`config.mk`:
```
export PLATFORM = sky130hd
export DESIGN_NAME = imem_program_loader
export DESIGN_NICKNAME = d
export VERILOG_FILES = /design/src/rtl/mips_isa_pkg.sv /design/src/rtl/mips_instr_encode.sv /design/src/rtl/imem_program_loader.sv
export SDC_FILE = /design/constraint.sdc
export NUM_CORES = 1
export LEC_CHECK = 0
export ABC_CLOCK_PERIOD_IN_PS = 2000
export CELL_PAD_IN_SITES_DETAIL_PLACEMENT = 1
export CELL_PAD_IN_SITES_GLOBAL_PLACEMENT = 2
export CORE_MARGIN = 1.5
export CORE_UTILIZATION = 23
export CTS_CLUSTER_DIAMETER = 30
export CTS_CLUSTER_SIZE = 10
export DETAILED_ROUTE_END_ITERATION = 16
export GPL_TIMING_DRIVEN = 0
export PLACE_DENSITY_LB_ADDON = 0.1
export SYNTH_ARGS = -nofsm -noshare
export SYNTH_HDL_FRONTEND = slang
export SYNTH_HIERARCHICAL = 1
export SYNTH_SLANG_ARGS = --single-unit
```
`constraint.sdc`:
```
create_clock -name clk -period 2 [get_ports clk]
set_input_delay 0.3 -clock clk [delete_from_list [all_inputs] [get_ports clk]]
set_output_delay 0.3 -clock clk [all_outputs]
set_load 0.01 [all_outputs]
```
`src/rtl/mips_isa_pkg.sv`:
```
// MIPS subset shared by the program loader and the CPU control logic:
// loader request kinds, primary opcodes and R-type function codes.
package mips_isa_pkg;

    localparam logic [3:0] KIND_ADD  = 4'd0;
    localparam logic [3:0] KIND_SUB  = 4'd1;
    localparam logic [3:0] KIND_AND  = 4'd2;
    localparam logic [3:0] KIND_OR   = 4'd3;
    localparam logic [3:0] KIND_SLT  = 4'd4;
    localparam logic [3:0] KIND_ADDI = 4'd5;
    localparam logic [3:0] KIND_ANDI = 4'd6;
    localparam logic [3:0] KIND_ORI  = 4'd7;
    localparam logic [3:0] KIND_SLTI = 4'd8;
    localparam logic [3:0] KIND_SW   = 4'd9;
    localparam logic [3:0] KIND_LW   = 4'd10;
    localparam logic [3:0] KIND_J    = 4'd11;

    localparam logic [5:0] OP_RTYPE = 6'h00;
    localparam logic [5:0] OP_ADDI  = 6'h08;
    localparam logic [5:0] OP_ANDI  = 6'h0C;
    localparam logic [5:0] OP_ORI   = 6'h0D;
    localparam logic [5:0] OP_SLTI  = 6'h0A;
    localparam logic [5:0] OP_SW    = 6'h2B;
    localparam logic [5:0] OP_LW    = 6'h23;
    localparam logic [5:0] OP_J     = 6'h02;

    localparam logic [5:0] FN_ADD = 6'h20;
    localparam logic [5:0] FN_SUB = 6'h22;
    localparam logic [5:0] FN_AND = 6'h24;
    localparam logic [5:0] FN_OR  = 6'h25;
    localparam logic [5:0] FN_SLT = 6'h2A;

    function automatic logic [31:0] r_word(input logic [4:0] rs, input logic [4:0] rt,
                                           input logic [4:0] rd, input logic [5:0] fn);
        return {OP_RTYPE, rs, rt, rd, 5'd0, fn};
    endfunction

    function automatic logic [31:0] i_word(input logic [5:0] op, input logic [4:0] rs,
                                           input logic [4:0] rt, input logic [15:0] imm);
        return {op, rs, rt, imm};
    endfunction

endpackage

```
`src/rtl/mips_instr_encode.sv`:
```
// Combinational encoder: request kind plus fields -> 32-bit MIPS word.
// Kind 11 (J) is legal only when IMEM_LOADER_JUMP_EN is defined.
module mips_instr_encode
    import mips_isa_pkg::*;
(
    input  logic [3:0]  kind,
    input  logic [4:0]  rs,
    input  logic [4:0]  rt,
    input  logic [4:0]  rd,
    input  logic [15:0] imm,
    output logic [31:0] word,
    output logic        illegal
);

    always_comb begin
        word    = '0;
        illegal = 1'b0;
        case (kind)
            KIND_ADD:  word = r_word(rs, rt, rd, FN_ADD);
            KIND_SUB:  word = r_word(rs, rt, rd, FN_SUB);
            KIND_AND:  word = r_word(rs, rt, rd, FN_AND);
            KIND_OR:   word = r_word(rs, rt, rd, FN_OR);
            KIND_SLT:  word = r_word(rs, rt, rd, FN_SLT);
            KIND_ADDI: word = i_word(OP_ADDI, rs, rt, imm);
            KIND_ANDI: word = i_word(OP_ANDI, rs, rt, imm);
            KIND_ORI:  word = i_word(OP_ORI, rs, rt, imm);
            KIND_SLTI: word = i_word(OP_SLTI, rs, rt, imm);
            KIND_SW:   word = i_word(OP_SW, rs, rt, imm);
            KIND_LW:   word = i_word(OP_LW, rs, rt, imm);
`ifdef IMEM_LOADER_JUMP_EN
            // 26-bit jump target is simply rs:rt:imm packed together
            KIND_J:    word = {OP_J, rs, rt, imm};
`endif
            default:   illegal = 1'b1;
        endcase
    end

endmodule

```
`src/rtl/imem_program_loader.sv`:
```
// Encodes symbolic instruction requests and writes them sequentially into
// instruction memory, holding the CPU until the load completes.
// Optional jump support: define IMEM_LOADER_JUMP_EN.
//
// state   | meaning
// S_IDLE  | ready for the next request
// S_WRITE | one-cycle memory write of the accepted word
// S_DONE  | program loaded, CPU released (sticky)
// S_ERR   | illegal kind or memory full without last (sticky)
module imem_program_loader
    import mips_isa_pkg::*;
#(
    parameter int ADDR_W = 6
) (
    input  logic              clk,
    input  logic              rst_n,
    input  logic              in_valid,
    output logic              in_ready,
    input  logic [3:0]        in_kind,
    input  logic [4:0]        in_rs,
    input  logic [4:0]        in_rt,
    input  logic [4:0]        in_rd,
    input  logic [15:0]       in_imm,
    input  logic              in_last,
    output logic              imem_we,
    output logic [ADDR_W-1:0] imem_addr,
    output logic [31:0]       imem_wdata,
    output logic [ADDR_W:0]   word_count,
    output logic              busy,
    output logic              done,
    output logic              err,
    output logic              cpu_hold
);

    localparam int DEPTH = 2 ** ADDR_W;
    localparam logic [ADDR_W:0] CNT_LAST = (ADDR_W + 1)'(DEPTH - 1);

    typedef enum logic [1:0] {S_IDLE, S_WRITE, S_DONE, S_ERR} state_e;

    state_e          state;
    state_e          state_nxt;
    logic [ADDR_W:0] cnt;
    logic            last_q;
    logic [31:0]     enc_word;
    logic            enc_illegal;
    logic            accept;

    mips_instr_encode u_encode (
        .kind    (in_kind),
        .rs      (in_rs),
        .rt      (in_rt),
        .rd      (in_rd),
        .imm     (in_imm),
        .word    (enc_word),
        .illegal (enc_illegal)
    );

    assign accept = in_valid && in_ready;

    always_ff @(posedge clk) begin
        if (!rst_n) state <= S_IDLE;
        else        state <= state_nxt;
    end

    always_comb begin
        state_nxt = state;
        case (state)
            S_IDLE:  if (accept) state_nxt = enc_illegal ? S_ERR : S_WRITE;
            S_WRITE: begin
                if (last_q)               state_nxt = S_DONE;
                else if (cnt == CNT_LAST) state_nxt = S_ERR;
                else                      state_nxt = S_IDLE;
            end
            S_DONE:  state_nxt = S_DONE;
            S_ERR:   state_nxt = S_ERR;
            default: state_nxt = S_IDLE;
        endcase
    end

    always_comb begin
        in_ready = (state == S_IDLE);
        busy     = (state == S_WRITE);
        done     = (state == S_DONE);
        err      = (state == S_ERR);
        cpu_hold = (state != S_DONE);
    end

    // Write strobe, address and data are loaded on the accepting edge so they
    // line up exactly with the WRITE state.
    always_ff @(posedge clk) begin
        if (!rst_n) begin
            imem_we    <= 1'b0;
            imem_addr  <= '0;
            imem_wdata <= '0;
            last_q     <= 1'b0;
            cnt        <= '0;
        end else begin
            imem_we <= accept && !enc_illegal;
            if (accept && !enc_illegal) begin
                imem_addr  <= cnt[ADDR_W-1:0];
                imem_wdata <= enc_word;
                last_q     <= in_last;
            end
            if (state == S_WRITE) cnt <= cnt + 1'b1;
        end
    end

    assign word_count = cnt;

endmodule

```
==> reports/qor.txt, run 1 <==
DRC - 0
Largest stage delay, worst path - 0.58 ns
Final Hold Viols - 0
CP max-delay cell - clkdlybuf4s50_1
Top cells by area, synth - dfxtp_1 37%, o21ai_0 7.3%, nand2_1 6.9%
Final wirelength - 8.54 mm
Design area - 3860 um^2
Max Cap Viol - 0
Largest net degree at the start of global routing - 15
Max-slew violations - 0
Root buffer cell - clkbuf_16
Outcome - completed
Clock Latency Late Sink - 0.28 ns
Slew HR - 0.548
Synthesized instance count - 330
Total grt overflow - 0
Least-Margin Pin Slew - 0.659 ns
Tot Pwr - 2.46 mW
I/O Buffers - 87
Maximum VDD drop - 0.000327 V
Max Root-Sink Buffers - 2
CTS H-Tree Depth - 2
First-pass DRT Iterations - 4
Synth Net Count - 370
Final worst-path cycle share - 0.932
RSZ-0062 raised after global routing - no
Synth-to-layout area growth - 47.5%
Main synth FF type - dfxtp_1
Startpoint Class - flop
Post-synth ARST share - 0
Hpwl dp - 6.29 mm
Crit path max fanout - 10
Min-Delay Path Class - in -> reg
Area leader, netlist - dfxtp_1
Post-synth top area share - 0.375
Die span in x - 110 um
Placed cell areas - 3660 um^2
First-pass GRT wire length - 13.8 mm
Initial antenna violation count - 0
DRT iter0 DRCs - 61
IO Pins - 90
CTS tree - done
Final critical-path required period - 1.86 ns
Cell Rows - 38
Antenna Nets Post-Route - 0
Core ar. - 11000 um^2
Diode count - 0
WP data arrival - 1.56 ns
CTS Sinks - 49
Clock Pin Slew Worst Setup and Hold Paths - 0.07 ns
Worst Skew - 0.00827 ns
Final setup viols - 0
Power per cell area - 637 nW/um^2
Die area - 12000 um^2
Via density - 4.61
CP Capture Type - output port
Layout Utilization - 0.351
Die Y - 110 um
Number of distinct library cells after synthesis - 43
Synthesized flop and latch total - 49
Setup TNS - 0 ns
Highest metal used - met4
Buffers and inverters on the worst path - 2
Non-filler cells, final - 565
Met2 wire len - 4.12 mm
Nets - 465
Netlist Area Pre-Place - 2620 um^2
Initial Util - 0.238
DR vias - 2607
Wl on met1 - 4.01 mm
WL/cell - 15.1 um
FMAX - 537 MHz
Layout cell share with drive strength beyond 1 - 0.129
CP delay by family, top - buffers and inverters
Post-synth EDFFs - 0
Avg Cell Area, Syn - 7.93 um^2
Vias in the first global route - 2657
Critical-path cell list - buf_6 > nor2b_2 > clkdlybuf4s50_1
DP Cell Count - 557
Routability cong. - 0.783
Yosys warnings - 6
WP data required - 1.70 ns
Leakage power - 1.39 nW
Tot GR Track Use - 0.149
Register area share after synthesis - 0.375
Fillers - 1329
Setup CP Type - reg -> out
TritonCTS buffer count - 5
Routed wl met3 - 349 um
==> state kept, by name, indices dropped and copies added, names as in the netlist <==
name,count
imem_we,1
last_q,1
imem_addr,6
word_count,7
imem_wdata,32
state,2
==> cell families (layout without fill, tap and decap cells) <==
group | Yosys count | in the layout | synth area share
multiplexers | 4 | 4 | 0.0158
AND/OR/NAND/NOR | 146 | 146 | 0.302
AO/OA/AOI/OAI | 84 | 84 | 0.207
XOR/XNOR | 3 | 3 | 0.0100
buffers and inverters | 42 | 137 | 0.0842
flip-flops | 49 | 49 | 0.375
other | 1 | 1 | 0.00143
adder cells (fa/ha/maj) | 1 | 1 | 0.00478
==> per-stage QoR <==
| stage | hold WS [ns] | setup slack [ns] |
|---|---|---|
| after floorplan | 0.440 | 0.0418 |
| after global placement | 0.445 | -0.643 |
| after detailed placement | 0.453 | -0.660 |
| after CTS | 0.450 | 0.0304 |
| after global routing | 0.470 | 0.0376 |
| final | 0.436 | 0.137 |
==> worst paths after layout <==
| check | startpoint | end | slack [ns] | cells after the start |
|---|---|---|---|---|
| min reg2reg | imem_wdata[8] | imem_wdata[8] | 0.46 | 2 |
| max reg2reg | state[1] | imem_wdata[12] | 0.38 | 5 |
| max | state[0] | busy | 0.14 | 3 |
| min | rst_n | word_count[3] | 0.44 | 3 |
==> tightest hold or removal path: cells and delay by family <==
family	cells	cell delay [ns]
buf+inv	1	0.19
simple gates	1	0.12
mux	1	0.06
==> cells in the mapped netlist, drive strengths merged, types with 2 or more instances <==
| master | instances |
|---|---|
| o22ai | 2 |
| a22o | 2 |
| nand2b | 6 |
| nand2 | 48 |
| o211ai | 5 |
| o2bb2ai | 2 |
| dfxtp | 49 |
| nand3b | 7 |
| inv | 11 |
| a211o | 5 |
| and2 | 17 |
| nor3b | 4 |
| o21ai | 51 |
| or3 | 3 |
| a2bb2oi | 5 |
| mux2i | 3 |
| nand3 | 43 |
| xnor2 | 2 |
| clkbuf | 7 |
| nor2b | 2 |
| a21oi | 7 |
| nor2 | 11 |
| buf | 24 |
==> repair_timing <==
| action | in CTS | in global routing |
|---|---|---|
| gates resized for setup | 12 | 7 |
| endpoints found under the setup margin | 41 | 38 |
| gates cloned | 1 | 0 |
| buffers inserted | 2 | 0 |
| pin swaps | 2 | 2 |
| hold buffers | 0 | 0 |
==> where the power goes <==
| part | internal (mW) | switching [mW] | total [mW] |
|---|---|---|---|
| combinational | 0.278 | 0.274 | 0.551 |
| sequential | 1.02 | 0.0313 | 1.05 |
| clock | 0.491 | 0.368 | 0.859 |
| total | 1.79 | 0.673 | 2.46 |
==> cells in the final DEF, fill, tap and decap left out, drive strengths merged, types with 11 or more instances in the layout <==
cell           count
and2              17
buf               24
nand3             43
clkdlybuf4s50     84
nor2              11
dfxtp             49
o21ai             51
nand2             48
inv               11
clkbuf            14
==> final cells by class <==
| class | count | area (um^2) | share of cell area |
|---|---|---|---|
| Multi-Input combinational cell | 239 | 1420 | 0.368 |
| Sequential cell | 49 | 981 | 0.254 |
| Timing Repair Buffer | 90 | 910 | 0.236 |
| Buffer | 29 | 186 | 0.0483 |
| Tap cell | 140 | 175 | 0.0454 |
| Clock buffer | 6 | 139 | 0.0360 |
| Inverter | 11 | 41.3 | 0.0107 |
| Clock inverter | 1 | 7.51 | 0.00194 |
==> per-layer routing <==
layer  vias to the layer above  track usage
li1                       1332            -
met2                        55        0.259
met3                         5       0.0273
met5                         -            0
met1                      1215        0.194
met4                         0       0.0278
Note: power is estimated with default switching activity, not from simulation.
==> inputs of run 2 (changes only) <==
--- a/config.mk
+++ b/config.mk
@@ -15,6 +15,7 @@
 export DETAILED_ROUTE_END_ITERATION = 16
 export GPL_TIMING_DRIVEN = 0
 export PLACE_DENSITY_LB_ADDON = 0.1
+export SLEW_MARGIN = 10
 export SYNTH_ARGS = -nofsm -noshare
 export SYNTH_HDL_FRONTEND = slang
 export SYNTH_HIERARCHICAL = 1
==> results of run 2 <==
Same layout as run 1: the final DEF is identical, and so are final timing and power.
==> inputs of run 3 (changes only) <==
--- a/config.mk
+++ b/config.mk
@@ -9,7 +9,7 @@
 export CELL_PAD_IN_SITES_DETAIL_PLACEMENT = 1
 export CELL_PAD_IN_SITES_GLOBAL_PLACEMENT = 2
 export CORE_MARGIN = 1.5
-export CORE_UTILIZATION = 23
+export CORE_UTILIZATION = 22
 export CTS_CLUSTER_DIAMETER = 30
 export CTS_CLUSTER_SIZE = 10
 export DETAILED_ROUTE_END_ITERATION = 16
@@ -18,5 +18,4 @@
 export SLEW_MARGIN = 10
 export SYNTH_ARGS = -nofsm -noshare
 export SYNTH_HDL_FRONTEND = slang
-export SYNTH_HIERARCHICAL = 1
 export SYNTH_SLANG_ARGS = --single-unit
==> run 3 against run 2 <==
Against the previous run: synthesized cell count decreased by 18%; hold slack better by 0.013 ns; register-to-register slack worse by 0.03 ns; critical path depth stayed put; wire length shrank 9.1%; non-clock buffer count shrank 12; final area decreased by 12%; count of clock-buffer cells in the layout is the same; via count shrank 13%; core utilization shrank 0.67 points; maximum frequency decreased by 1.4%; worst setup slack worse by 0.026 ns; largest cell class unchanged; largest power group unchanged.
==> reports/qor.txt, run 3 <==
Diode count - 0 (unchanged)
Outcome - completed
Total grt overflow - 0 (unchanged)
Buffers and inverters on the worst path - 2 (unchanged)
PnR worst setup slack - 0.110 ns (-0.0264 ns)
I/O Buffers - 87 (unchanged)
Crit path max fanout - 9 (-1)
IO Pins - 90 (unchanged)
Root buffer cell - clkbuf_8
Hpwl dp - 5.71 mm (-9.4%)
Largest family of logic cells by synthesized area - compound AO/OA/AOI/OAI gates
Number of distinct library cells after synthesis - 49 (+14%)
Vias in the first global route - 2312 (-13%)
Min-Delay Path Class - in -> reg
WP data arrival - 1.59 ns (+0.03 ns)
Initial Util - 0.230 (-0.00838)
CP delay by family, top - buffers and inverters
Mux contribution to synthesized area - 0.00883 (-0.00695)
Final wirelength - 7.77 mm (-9.1%)
Netlist Area Pre-Place - 2270 um^2 (-13%)
Nets - 404 (-13%)
Cell Rows - 36 (-5.3%)
Final setup viols - 0 (unchanged)
First-pass GRT wire length - 12.5 mm (-9.6%)
DP Cell Count - 490 (-12%)
Register area share after synthesis - 0.424 (+0.0489)
CP Capture Type - output port
First-pass DRT Iterations - 4 (unchanged)
WP data required - 1.70 ns (about the same)
Setup CP Type - reg -> out
Simple-gate portion of the synthesized area - 0.199 (-0.103)
Layout Utilization - 0.345 (-0.00670)
Clock Pin Slew Worst Setup and Hold Paths - 0.09 ns (+0.02 ns)
Main synth FF type - dfxtp_1
Antenna Nets Post-Route - 0 (unchanged)
Power per cell area - 636 nW/um^2 (-0.21%)
Synth-to-layout area growth - 50.0%
Largest net degree at the start of global routing - 15 (unchanged)
Post-synth top area share - 0.424 (+0.0489)
Largest Register - imem_wdata
Maximum VDD drop - 0.000279 V (-14%)
Max Cap Viol - 0 (unchanged)
CP max-delay cell - clkdlybuf4s50_1
Post-synth EDFFs - 0 (unchanged)
TritonCTS buffer count - 5 (unchanged)
FMAX - 529 MHz (-1.4%)
Most common cell in the netlist - dfxtp_1
Pre-CTS setup slack - -0.242 ns (+0.418 ns)
Commonest cells after routing, fill and taps aside - 87 x clkdlybuf4s50_1, 47 x nand2_1, 47 x dfxtp_1
Synth Area in XOR/XNOR - 0.0270 (+0.0170)
Yosys warnings - 0 (-6)
Synthesized instance count - 270 (-18%)
Routability cong. - 0.757 (-3.4%)
Max Root-Sink Buffers - 2 (unchanged)
CTS tree - done
WL/cell - 15.6 um (+3.4%)
Critical-path cell list - nor2b_1 > buf_2 > clkdlybuf4s50_1
Adder-Cell Fraction of Synth Area - 0.00552 (+0.000736)
Via density - 4.59 (-0.62%)
Synth Net Count - 310 (-16%)
DRC - 0 (unchanged)
Synthesized flop and latch total - 48 (-2.0%)
Die Y - 105 um (-4.7%)
Avg Cell Area, Syn - 8.40 um^2 (+5.9%)
Largest stage delay, worst path - 0.56 ns (-0.02 ns)
Synth Area in Compound Gates - 0.272 (+0.0650)
Slew HR - 0.610 (+0.0614)
Startpoint Class - flop
Top cells by area, synth - dfxtp_1 42%, a21boi_1 8.6%, nand2_1 7.8%
DR vias - 2279 (-13%)
Leakage power - 1.24 nW (-11%)
Core ar. - 9860 um^2 (-10%)
Fillers - 1175 (-12%)
CTS H-Tree Depth - 2 (unchanged)
Commonest non-fill, non-tap cell in the layout - clkdlybuf4s50_1
Post-synth ARST share - 0 (unchanged)
Layout cell share with drive strength beyond 1 - 0.0577 (-0.0717)
Placed cell areas - 3300 um^2 (-9.8%)
Setup TNS - 0 ns (unchanged)
CTS Sinks - 48 (-2.0%)
Die span in x - 105 um (-4.7%)
Initial antenna violation count - 0 (unchanged)
Non-filler cells, final - 497 (-12%)
RSZ-0062 raised after global routing - no
Tot GR Track Use - 0.145 (-0.00414)
Area leader, netlist - dfxtp_1
Final worst-path cycle share - 0.945 (+0.0132)
Die area - 10900 um^2 (-9.2%)
DRT iter0 DRCs - 32 (-48%)
Clock Latency Late Sink - 0.30 ns (+0.02 ns)
Final critical-path required period - 1.89 ns (+0.0264 ns)
Largest register FFs - 31 (-3.1%)
Least-Margin Pin Slew - 0.586 ns (-0.0732 ns)
Final Hold Viols - 0 (unchanged)
Max-slew violations - 0 (unchanged)
Synth top cells by count - 48 x dfxtp_1, 47 x nand2_1, 26 x a21boi_1
Design area - 3400 um^2 (-12%)
Hold buffer count at CTS - 0 (unchanged)
Worst Skew - 0.00468 ns (-0.00358 ns)
==> run 3: cell count changes after synthesis, sizes merged, moves of 7 or more <==
cell and change:
nand3b -7, a21boi +26, and2 -9, nand3 -36, o21ai -36, buf -14, a21oi +8
==> run 3: report_power, final <==
| group | internal [mW] | total, mW | switching [mW] |
|---|---|---|---|
| Combinational | 0.256 | 0.490 | 0.234 |
| Sequential | 1.01 | 1.04 | 0.0344 |
| Clock | 0.277 | 0.633 | 0.355 |
| Total | 1.54 | 2.16 | 0.624 |
==> run 3: per-stage QoR <==
stage / power [mW] / hold WS, ns
floorplan: 1.29 / 0.435
global placement: 1.56 / 0.437
detailed placement: 1.56 / 0.445
CTS: 2.22 / 0.456
global route: 2.29 / 0.467
finish: 2.16 / 0.449
==> run 3: worst paths after layout <==
check / cells after the start / slack (ns) / startpoint / end
max: 3 / 0.11 / state[0] / busy
min: 2 / 0.45 / rst_n / imem_wdata[20]
max reg2reg: 5 / 0.35 / state[1] / imem_wdata[1]
min reg2reg: 2 / 0.45 / imem_addr[4] / imem_addr[4]
==> run 3: final cells by class <==
type | count | area (um^2) | share of cell area
Timing Repair Buffer | 87 | 871 | 0.256
Multi-Input combinational cell | 192 | 1160 | 0.343
Tap cell | 133 | 166 | 0.0489
Clock inverter | 1 | 8.76 | 0.00258
Buffer | 20 | 105 | 0.0309
Clock buffer | 6 | 82.6 | 0.0243
Inverter | 10 | 37.5 | 0.0110
Sequential cell | 48 | 965 | 0.284
==> run 3: cells by family after synthesis <==
group / count (synthesis)
AOI/OAI and AO/OA: 87
xor gates and xnor gates: 7
adders and majority gates: 1
buffers and inverters: 30
DFF: 48
muxes: 2
other: 1
and+or+nand+nor: 94
==> run 3: metal layers <==
layer  track usage  routed length, um  vias up
li1              -                  -     1126
met1         0.189               3670     1089
met2         0.235               3650       59
met3        0.0432                405        5
met4        0.0347                 44        0
met5             0                  0        -
==> run 3: timing repair <==
item	in CTS	in global routing
pin swaps	0	0
setup endpoints to repair	1	11
gates resized for setup	1	3
buffers inserted	0	0
